## src/rtl/mbus_int_req_arb.sv

```systemverilog
// mbus_int_req_arb: latches N_SRC edge-triggered interrupt sources as
// pending, picks one at a time and runs the REQ_INT / accept / clear
// handshake with the MBus interrupt controller.
// Optional build macro: MBUS_INT_RR_EN selects round-robin arbitration
// (search starts after the last serviced source); when undefined the
// arbiter is fixed priority, lowest index wins.
module mbus_int_req_arb #(
  parameter int N_SRC   = 4,
  parameter int ID_W    = 2,
  parameter int TIMEOUT = 64,
  parameter int HOLDOFF = 4
) (
  input  logic             CLKIN,
  input  logic             RESET,
  input  logic [N_SRC-1:0] SRC_REQ,
  input  logic [N_SRC-1:0] SRC_MASK,
  output logic             REQ_INT,
  input  logic             EXTERNAL_INT_TO_BUS,
  input  logic             CLR_EXT_INT,
  output logic [ID_W-1:0]  INT_ID,
  output logic             INT_ID_VALID,
  output logic             INT_DONE,
  output logic [N_SRC-1:0] INT_PENDING,
  output logic [N_SRC-1:0] SRC_DROP
);

  // Shared counter: REQ-phase timeout and HOLD-phase idle gap.
  localparam int CNT_MAX = (TIMEOUT > HOLDOFF) ? TIMEOUT : HOLDOFF;
  localparam int CNT_W   = (CNT_MAX < 2) ? 1 : $clog2(CNT_MAX + 1);
  localparam logic [CNT_W-1:0] TO_LAST = (TIMEOUT > 0) ? CNT_W'(TIMEOUT - 1) : '0;
  localparam logic [CNT_W-1:0] HO_LAST = (HOLDOFF > 0) ? CNT_W'(HOLDOFF - 1) : '0;

  typedef enum logic [2:0] {
    S_IDLE     = 3'd0,
    S_ARB      = 3'd1,
    S_REQ      = 3'd2,
    S_WAIT_CLR = 3'd3,
    S_HOLD     = 3'd4
  } state_t;

  state_t           state_q, state_d;
  logic [CNT_W-1:0] cnt_q, cnt_d;
  logic [N_SRC-1:0] src_q;
  logic [N_SRC-1:0] pending_q, pending_d;
  logic [N_SRC-1:0] drop_q, drop_d;
  logic             req_int_q, req_int_d;
  logic [ID_W-1:0]  int_id_q, int_id_d;
  logic             valid_q, valid_d;
  logic             done_q, done_d;

  logic [N_SRC-1:0] rise_s;
  logic [N_SRC-1:0] elig_s;
  logic [N_SRC-1:0] clr_s;
  logic             accept_s;
  logic [ID_W-1:0]  win_s;

`ifdef MBUS_INT_RR_EN
  logic [ID_W-1:0]  ptr_q, ptr_d;

  // Rotate the eligible set so the pointer position is bit 0, then take the
  // lowest set bit and map it back to an absolute source index.
  function automatic logic [ID_W-1:0] pick_rr(input logic [N_SRC-1:0] elig,
                                              input logic [ID_W-1:0]  ptr);
    logic [2*N_SRC-1:0] dbl;
    logic [N_SRC-1:0]   rot;
    logic [ID_W:0]      sum;
    logic [ID_W-1:0]    pick;
    dbl  = {elig, elig} >> ptr;
    rot  = dbl[N_SRC-1:0];
    pick = '0;
    for (int k = N_SRC - 1; k >= 0; k--) begin
      sum  = {1'b0, ptr} + (ID_W+1)'(k);
      sum  = (sum >= (ID_W+1)'(N_SRC)) ? (sum - (ID_W+1)'(N_SRC)) : sum;
      pick = rot[k] ? sum[ID_W-1:0] : pick;
    end
    return pick;
  endfunction

  // Winner search begins at the round-robin pointer.
  always_comb begin
    win_s = pick_rr(elig_s, ptr_q);
  end

  // Pointer moves past the serviced source only on completion; retries keep it.
  always_comb begin
    ptr_d = ptr_q;
    if (done_d) begin
      ptr_d = (int_id_q == ID_W'(N_SRC - 1)) ? '0 : (int_id_q + ID_W'(1));
    end else begin
      ptr_d = ptr_q;
    end
  end

  // Round-robin pointer register.
  always_ff @(posedge CLKIN) begin
    if (RESET) begin
      ptr_q <= '0;
    end else begin
      ptr_q <= ptr_d;
    end
  end
`else
  // Lowest eligible index wins; later (lower k) iterations override.
  function automatic logic [ID_W-1:0] pick_fixed(input logic [N_SRC-1:0] elig);
    logic [ID_W-1:0] pick;
    pick = '0;
    for (int k = N_SRC - 1; k >= 0; k--) begin
      pick = elig[k] ? ID_W'(k) : pick;
    end
    return pick;
  endfunction

  // Fixed-priority winner.
  always_comb begin
    win_s = pick_fixed(elig_s);
  end
`endif

  assign rise_s   = SRC_REQ & ~src_q;
  assign elig_s   = pending_q & ~SRC_MASK;
  assign accept_s = (state_q == S_REQ) && EXTERNAL_INT_TO_BUS;

  // Pending bookkeeping: accept clears the serviced bit, a new edge sets it
  // (set wins). An edge landing on a bit that is being cleared this cycle is
  // a fresh interrupt, not a lost one, so it is not reported as a drop.
  always_comb begin
    clr_s = '0;
    for (int i = 0; i < N_SRC; i++) begin
      clr_s[i] = accept_s && (int_id_q == ID_W'(i));
    end
    pending_d = (pending_q & ~clr_s) | rise_s;
    drop_d    = rise_s & pending_q & ~clr_s;
  end

  // Next-state and registered-output logic of the service FSM.
  always_comb begin
    state_d   = state_q;
    cnt_d     = cnt_q;
    req_int_d = req_int_q;
    int_id_d  = int_id_q;
    valid_d   = valid_q;
    done_d    = 1'b0;
    case (state_q)
      S_IDLE: begin
        if (|elig_s) begin
          state_d = S_ARB;
        end else begin
          state_d = S_IDLE;
        end
      end
      S_ARB: begin
        if (|elig_s) begin
          int_id_d  = win_s;
          valid_d   = 1'b1;
          cnt_d     = '0;
          req_int_d = 1'b1;
          state_d   = S_REQ;
        end else begin
          valid_d   = 1'b0;
          state_d   = S_IDLE;
        end
      end
      S_REQ: begin
        if (EXTERNAL_INT_TO_BUS) begin
          req_int_d = 1'b0;
          cnt_d     = '0;
          state_d   = S_WAIT_CLR;
        end else if ((TIMEOUT != 0) && (cnt_q == TO_LAST)) begin
          req_int_d = 1'b0;
          valid_d   = 1'b0;
          cnt_d     = '0;
          state_d   = S_HOLD;
        end else if (TIMEOUT != 0) begin
          cnt_d     = cnt_q + CNT_W'(1);
        end else begin
          cnt_d     = cnt_q;
        end
      end
      S_WAIT_CLR: begin
        if (CLR_EXT_INT) begin
          done_d  = 1'b1;
          valid_d = 1'b0;
          cnt_d   = '0;
          state_d = S_HOLD;
        end else begin
          state_d = S_WAIT_CLR;
        end
      end
      S_HOLD: begin
        if ((HOLDOFF == 0) || (cnt_q == HO_LAST)) begin
          cnt_d   = '0;
          state_d = S_IDLE;
        end else begin
          cnt_d   = cnt_q + CNT_W'(1);
        end
      end
      default: begin
        state_d   = S_IDLE;
        cnt_d     = '0;
        req_int_d = 1'b0;
        valid_d   = 1'b0;
      end
    endcase
  end

  // State, counter, edge history, pending and output registers.
  always_ff @(posedge CLKIN) begin
    if (RESET) begin
      state_q   <= S_IDLE;
      cnt_q     <= '0;
      src_q     <= '0;
      pending_q <= '0;
      drop_q    <= '0;
      req_int_q <= 1'b0;
      int_id_q  <= '0;
      valid_q   <= 1'b0;
      done_q    <= 1'b0;
    end else begin
      state_q   <= state_d;
      cnt_q     <= cnt_d;
      src_q     <= SRC_REQ;
      pending_q <= pending_d;
      drop_q    <= drop_d;
      req_int_q <= req_int_d;
      int_id_q  <= int_id_d;
      valid_q   <= valid_d;
      done_q    <= done_d;
    end
  end

  assign REQ_INT      = req_int_q;
  assign INT_ID       = int_id_q;
  assign INT_ID_VALID = valid_q;
  assign INT_DONE     = done_q;
  assign INT_PENDING  = pending_q;
  assign SRC_DROP     = drop_q;

endmodule

```

## config.mk

```make
export PLATFORM = sky130hd
export DESIGN_NAME = mbus_int_req_arb
export DESIGN_NICKNAME = d
export VERILOG_FILES = /design/src/rtl/mbus_int_req_arb.sv
export SDC_FILE = /design/constraint.sdc
export NUM_CORES = 1
export LEC_CHECK = 0
export CAP_MARGIN = 20
export CORE_MARGIN = 2
export CORE_UTILIZATION = 50
export DETAILED_ROUTE_END_ITERATION = 8
export HOLD_SLACK_MARGIN = 0.05
export PLACE_DENSITY = 0.81
export SETUP_SLACK_MARGIN = 0.5
export SYNTH_ARGS = -nofsm -noshare
export SYNTH_HDL_FRONTEND = slang
export SYNTH_SLANG_ARGS = --single-unit
```

## constraint.sdc

```tcl
create_clock -name CLKIN -period 1.9 [get_ports CLKIN]
set_input_delay 0.19 -clock CLKIN [delete_from_list [all_inputs] [get_ports CLKIN]]
set_output_delay 0.19 -clock CLKIN [all_outputs]
set_load 0.05 [all_outputs]
```

==> results.yml, run 1 <==
clocking:
  cts.root.buffer_cell: "clkbuf_4"
  tritoncts: "done"
  clockBufferDepth: 2
  tritoncts_num_sinks: 27
  insertion_delay_ns: 0.33
  cts_made_buffers: 3
  htree_num_levels: 1
  clk_pin_slew_worst_paths_ns: 0.13
sta:
  final_hold_viol_count: 0
  final.setup_skew_ns: 0.0171
  setup_viol: 0
  fin_tns_setup_ns: 0
  maxSlewHeadroom_pct: 66.3
  timing.final.max_slew_violations: 0
  clock.fmax_mhz: 687
  final_min_period_over_clock_period_pct: 76.6
  fin_worst_hold_slack_ns: 0.419
  final_critical_path_required_period_ns: 1.46
  rsz_0062_raised_after_global_routing: "yes"
  max_slew.worst_pin.slew_ns: 0.507
logic_synthesis:
  synth_top_cell_area_share_pct: 43.2
  synth-warning-count: 0
  synth.ff_latch_count: 27
  synth_area_leaders: "dfxtp_1, a21oi_1, inv_1"
  avgSynthCellArea_um2: 8.69
  post_synth_instance_area_mm2: 0.00125
  synth_cell_type_count: 37
  netlist_instances: 144
  synthDominantAreaCellType: "dfxtp_1"
  part_of_the_yosys_area_used_for_sequential_elements_pct: 43.2
  synthesized_netlist_net_count: 157
critical_path:
  worstPathArrival_ns: 1.70
  worstReg2RegEnd: "cnt_q[1]"
  reg2reg_setup_slack_ns: 0.44
  worst_r2r_path_depth: 5
  critical_path.max_fanout: 5
  timing.setup.critical_path_class: "reg -> reg"
  reg2reg_from: "cnt_q[0]"
  endpoint_kind: "flop"
  setup.worst_path.start_class: "flop"
  crit_required_ns: 2.14
finish:
  final_util_pct: 72.9
  finish.net_count: 198
  final_layout_size_suffix_gt1_share_pct: 31.5
  area.growth.synth_to_final_pct: 41.8
  final_cell_mix: "dfxtp_1, buf_4, inv_1"
  num_antenna_cells: 0
  leading_cell_type_in_the_layout_fill_and_taps_excluded: "dfxtp_1"
detailed_routing:
  drt_pre_antenna_iters: 4
  drt_first_iter_violations: 33
  post_drt_wl_per_cell_um: 15.5
  drt_wl_total_mm: 3.31
  antenna_left: 0
  detail_route.vias_per_cell: 5.66
  num_vias: 1211
  remaining_routing_drc_violations: 0
global_routing:
  grt_overflow: 0
  vias_in_the_first_global_route: 1097
  grt_use_met2_pct: 38.6
  groute.layer.met3.usage_pct: 3.33
  gr-usage-met1_pct: 26.6
  grt_pass1_wl_mm: 4.64
  number_of_antenna_violations_at_the_first_check_in_global_routing: 0
  grt_max_degree: 15
  grt.total_usage_pct: 21.9
  grt_busiest_layer: "met2"
min_path:
  cells_on_worst_hold_path: 1
  min_path_type: "reg -> reg"
  worst_hold_path.endpoint: "SRC_DROP[2]"
  hp-start: "src_q[2]"
die:
  die_h_um: 54.0
  die_area_mm2: 0.00292
  fp-row-count: 18
  core_mm2: 0.00243
  boundaryPins: 25
  die_x_um: 54.0
  initial_standard_cell_utilization_of_the_core_pct: 51.4
placement:
  detailed_place_hpwl_mm: 2.00
  portBuffers: 24
  finalWeightedCongestion: 0.851
power:
  powerDensity_mw_per_mm2: 665
  power.ir.vdd_worst_mv: 0.579
  power.static_leakage_nw: 0.667
run:
  drv.max_cap_violation_count: 0
run_status:
  outcome: "completed"
logic make-up after synthesis:
group                      synth area share (%)
muxes                                     0.800
buffers and inverters                      5.30
AOI/OAI and AO/OA                          23.6
adders and majority gates                  1.00
DFF                                        43.2
and+or+nand+nor                            26.1
per-layer routing:
metal / part of all wire, % / vias up
met3: 5.4 / 8
met1: 40 / 567
met5: 0 / -
li1: - / 596
met4: 1.8 / 0
met2: 52 / 40
repair_timing:
action                                  CTS  global route
gates resized for setup                  32            22
endpoints found under the setup margin   23            22
setup buffers                             2            11
pin swaps                                 7             9
hold buffers                              0             0
cloned                                    0             0
final cells by class:
type	instances	area, µm²
timing repair buffer	39	314
inverter	14	52.6
tap	30	37.5
multi-input combinational	100	772
sequential	27	572
clock buffer	4	26.3
fill	178	658
power by group:
part / switching, W / internal, W / leakage, nW / total [W]
Clock: 0.000166 / 0.0000822 / 0.0150 / 0.000248
Sequential: 0.0000309 / 0.000595 / 0.227 / 0.000626
Combinational: 0.000174 / 0.000131 / 0.425 / 0.000306
sequential cells by signal, indices dropped and copies added, names as in the netlist:
name,count
INT_PENDING,4
INT_ID,2
cnt_q,7
INT_ID_VALID,1
INT_DONE,1
state_q,3
src_q,4
SRC_DROP,4
REQ_INT,1
worst max-delay path by stage:
stage / startpoint / endpoint / cells after the start
after floorplan: cnt_q[0] / cnt_q[1] / 6
after global placement: SRC_MASK[1] / state_q[1] / 5
after detailed placement: SRC_MASK[1] / state_q[1] / 5
after global routing: cnt_q[1] / cnt_q[1] / 5
final: cnt_q[0] / cnt_q[1] / 5
after CTS: INT_ID[0] / INT_ID[0] / 1
Yosys cell counts:
cell	count
a211oi_4	1
a21oi_1	12
a221oi_1	1
a311oi_1	1
a31oi_1	4
and2_1	2
and3_1	2
and3b_1	1
and4bb_2	1
buf_2	2
clkbuf_1	1
dfxtp_1	27
ha_1	1
inv_1	14
mux2i_1	1
nand2_1	7
nand2b_1	7
nand2b_2	1
nand3_1	3
nor2_1	8
nor2b_1	8
nor2b_2	1
nor3_1	1
nor3b_1	4
nor3b_4	1
nor4_1	2
o21a_1	2
o21ai_0	6
o21ai_1	8
o21bai_1	1
o221ai_1	4
o22ai_1	2
o311ai_2	1
o41ai_2	1
or2_1	1
or2_2	1
or3_1	3
through the flow:
stage / setup WS, ns / area (µm²) / std cells / power [W]
2_1_floorplan: 0.500 / 1330 / 144 / 0.000803
3_3_place_gp: 0.153 / 1600 / 197 / 0.000886
3_5_place_dp: 0.164 / 1600 / 197 / 0.000889
4_1_cts: 0.372 / 1680 / 203 / 0.00114
5_1_grt: 0.377 / 1770 / 214 / 0.00123
6_report: 0.445 / 1770 / 214 / 0.00118
worst max-delay path: stages, from the launching register on:
cell	delay [ns]
dfxtp_2	0.36
ha_4	0.17
and3_4	0.20
a211oi_4	0.35
o21ai_2	0.12
o22ai_1	0.19
Power figures use the tool's default switching activity.
==> inputs of run 2 (changes only) <==
--- a/config.mk
+++ b/config.mk
@@ -7,10 +7,10 @@
 export LEC_CHECK = 0
 export CAP_MARGIN = 20
 export CORE_MARGIN = 2
-export CORE_UTILIZATION = 50
+export CORE_UTILIZATION = 45
 export DETAILED_ROUTE_END_ITERATION = 8
 export HOLD_SLACK_MARGIN = 0.05
-export PLACE_DENSITY = 0.81
+export PLACE_DENSITY = 0.77
 export SETUP_SLACK_MARGIN = 0.5
 export SYNTH_ARGS = -nofsm -noshare
 export SYNTH_HDL_FRONTEND = slang
==> constraint.sdc (replaced) <==
create_clock -name CLKIN -period 1.24 [get_ports CLKIN]
set_input_delay 0.124 -clock CLKIN [delete_from_list [all_inputs] [get_ports CLKIN]]
set_output_delay 0.124 -clock CLKIN [all_outputs]
set_load 0.05 [all_outputs]
==> run 2 against run 1 <==
Against the previous run:
- the flow now finishes with violations (setup timing)
- via count rose by 13%
- die area rose by 10%
- routed wire length rose by 36%
- sequential power rose by 54%
- hold slack got worse by 0.027 ns
- global-route usage rose by 3.0 points
- combinational power rose by 130%
- sequential share of layout area fell by 6.3 points
- core utilization rose by 12 points
- final cell count rose by 9.8%
- first-iteration DRC count rose by 91%
- clock skew fell by 0.0035 ns
- critical path type unchanged
- critical endpoint is now cnt_q[4]
==> results.yml, run 2 (same netlist as run 1, synthesis figures left out) <==
sta:
  final_min_period_over_clock_period_pct: 120
  final_hold_viol_count: 0
  final_critical_path_required_period_ns: 1.49
  rsz_0062_raised_after_global_routing: "yes"
  maxSlewHeadroom_pct: 71.5
  setup_viol: 17
  final.setup_skew_ns: 0.0136
  fin_worst_hold_slack_ns: 0.392
  timing.final.max_slew_violations: 0
  worst_slack_ns: -0.246
  max_slew.worst_pin.slew_ns: 0.426
  clock.fmax_mhz: 673
critical_path:
  worstReg2RegEnd: "cnt_q[4]"
  crit_required_ns: 1.47
  reg2reg_setup_slack_ns: -0.25
  endpoint_kind: "flop"
  timing.setup.critical_path_class: "reg -> reg"
  worst_r2r_path_depth: 4
  setup.worst_path.start_class: "flop"
  critical_path.max_fanout: 7
  worstPathArrival_ns: 1.72
  reg2reg_from: "INT_PENDING[2]"
placement:
  finalWeightedCongestion: 0.876
  placed_cell_count: 219
  detailed_place_hpwl_mm: 2.53
  post-place-ws_ns: -0.396
  portBuffers: 24
die:
  initial_standard_cell_utilization_of_the_core_pct: 46.6
  die_x_um: 56.7
  fp-row-count: 19
  die_h_um: 56.7
  boundaryPins: 25
  core_mm2: 0.00269
  die_area_mm2: 0.00322
finish:
  final_layout_size_suffix_gt1_share_pct: 54.9
  final_cell_mix: "buf_4, inv_1, buf_12"
  fillers: 130
  final_util_pct: 84.4
  finish.net_count: 218
  num_antenna_cells: 0
  register_with_the_most_flip_flops: "cnt_q"
  layoutNonFillerInstCount: 235
  largest_register_ffs: 7
  leading_cell_type_in_the_layout_fill_and_taps_excluded: "buf_4"
  multi_input_area_um2: 888
  area.growth.synth_to_final_pct: 81.3
  seqCellArea_um2: 588
clocking:
  tritoncts: "done"
  insertion_delay_ns: 0.33
  htree_num_levels: 1
  clk_pin_slew_worst_paths_ns: 0.16
  cts.root.buffer_cell: "clkbuf_4"
  tritoncts_num_sinks: 27
  ctsHoldBuffers: 0
  clockBufferDepth: 2
  cts_made_buffers: 3
detailed_routing:
  antenna_left: 0
  drt_first_iter_violations: 63
  post_drt_wl_per_cell_um: 19.1
  detail_route.vias_per_cell: 5.82
  remaining_routing_drc_violations: 0
  num_vias: 1368
  drt_wl_total_mm: 4.49
  drt_pre_antenna_iters: 4
power:
  powerDensity_mw_per_mm2: 907
  power.static_leakage_nw: 0.869
  post-layout-total-power_w: 0.00206
  power.ir.vdd_worst_mv: 0.922
global_routing:
  vias_in_the_first_global_route: 1350
  grt.total_usage_pct: 24.9
  grt_overflow: 0
  grt_pass1_wl_mm: 6.39
  grt_max_degree: 16
  number_of_antenna_violations_at_the_first_check_in_global_routing: 0
run:
  drv.max_cap_violation_count: 0
min_path:
  cells_on_worst_hold_path: 3
  hp-start: "SRC_REQ[1]"
  worst_hold_path.endpoint: "INT_PENDING[1]"
  min_path_type: "in -> reg"
run_status:
  outcome: "finished with violations"
  violations_in_the_final_reports: "setup timing"
## run 2: through the flow
stage	instance area (µm²)	TNS [ns]
after global placement	1930	-3.88
after global routing	2270	-2.97
after floorplan	1370	-0.988
after detailed placement	1930	-5.01
after CTS	2160	-1.89
final	2270	-2.32
## run 2: final cells by class
cell class	instances	share of cell area (%)
timing repair buffer	59	29.7
multi-input combinational	100	39.2
sequential	27	25.9
clock inverter	1	0.221
tap	31	1.71
clock buffer	3	0.993
inverter	14	2.32
## run 2: timing repair
action                                  CTS  global route
endpoints found under the setup margin   40            36
pin swaps                                 9             9
resized for setup                        44            17
buffers inserted                          8             4
## run 2: report_power, final
group | switching (W) | internal [W]
sequential | 0.0000513 | 0.000911
combinational | 0.000347 | 0.000360
clock | 0.000267 | 0.000121
total | 0.000666 | 0.00139
## run 2: worst max path at each step
stage	from	endpoint	slack, ns	cells after the start
finish	INT_PENDING[2]	cnt_q[4]	-0.25	4
global route	INT_PENDING[2]	cnt_q[4]	-0.27	4
CTS	cnt_q[5]	cnt_q[2]	-0.21	6
detailed placement	SRC_MASK[0]	cnt_q[1]	-0.40	5
global placement	SRC_MASK[2]	cnt_q[1]	-0.31	5
floorplan	cnt_q[0]	cnt_q[1]	-0.16	6
## run 2: routing by layer
layer / up-vias / GRT usage (%) / part of all wire (%)
met3: 8 / 4.84 / 5.7
met5: - / 0 / 0
met2: 68 / 43.9 / 53
met1: 660 / 30.5 / 41
met4: 0 / 7.64 / 1.2
li1: 632 / - / -
## run 2: critical path, stage by stage, from the launching register on
cell	delay, ns
dfxtp_4	0.38
nor2b_4	0.14
nor4_4	0.41
o311ai_4	0.18
o21ai_0	0.27
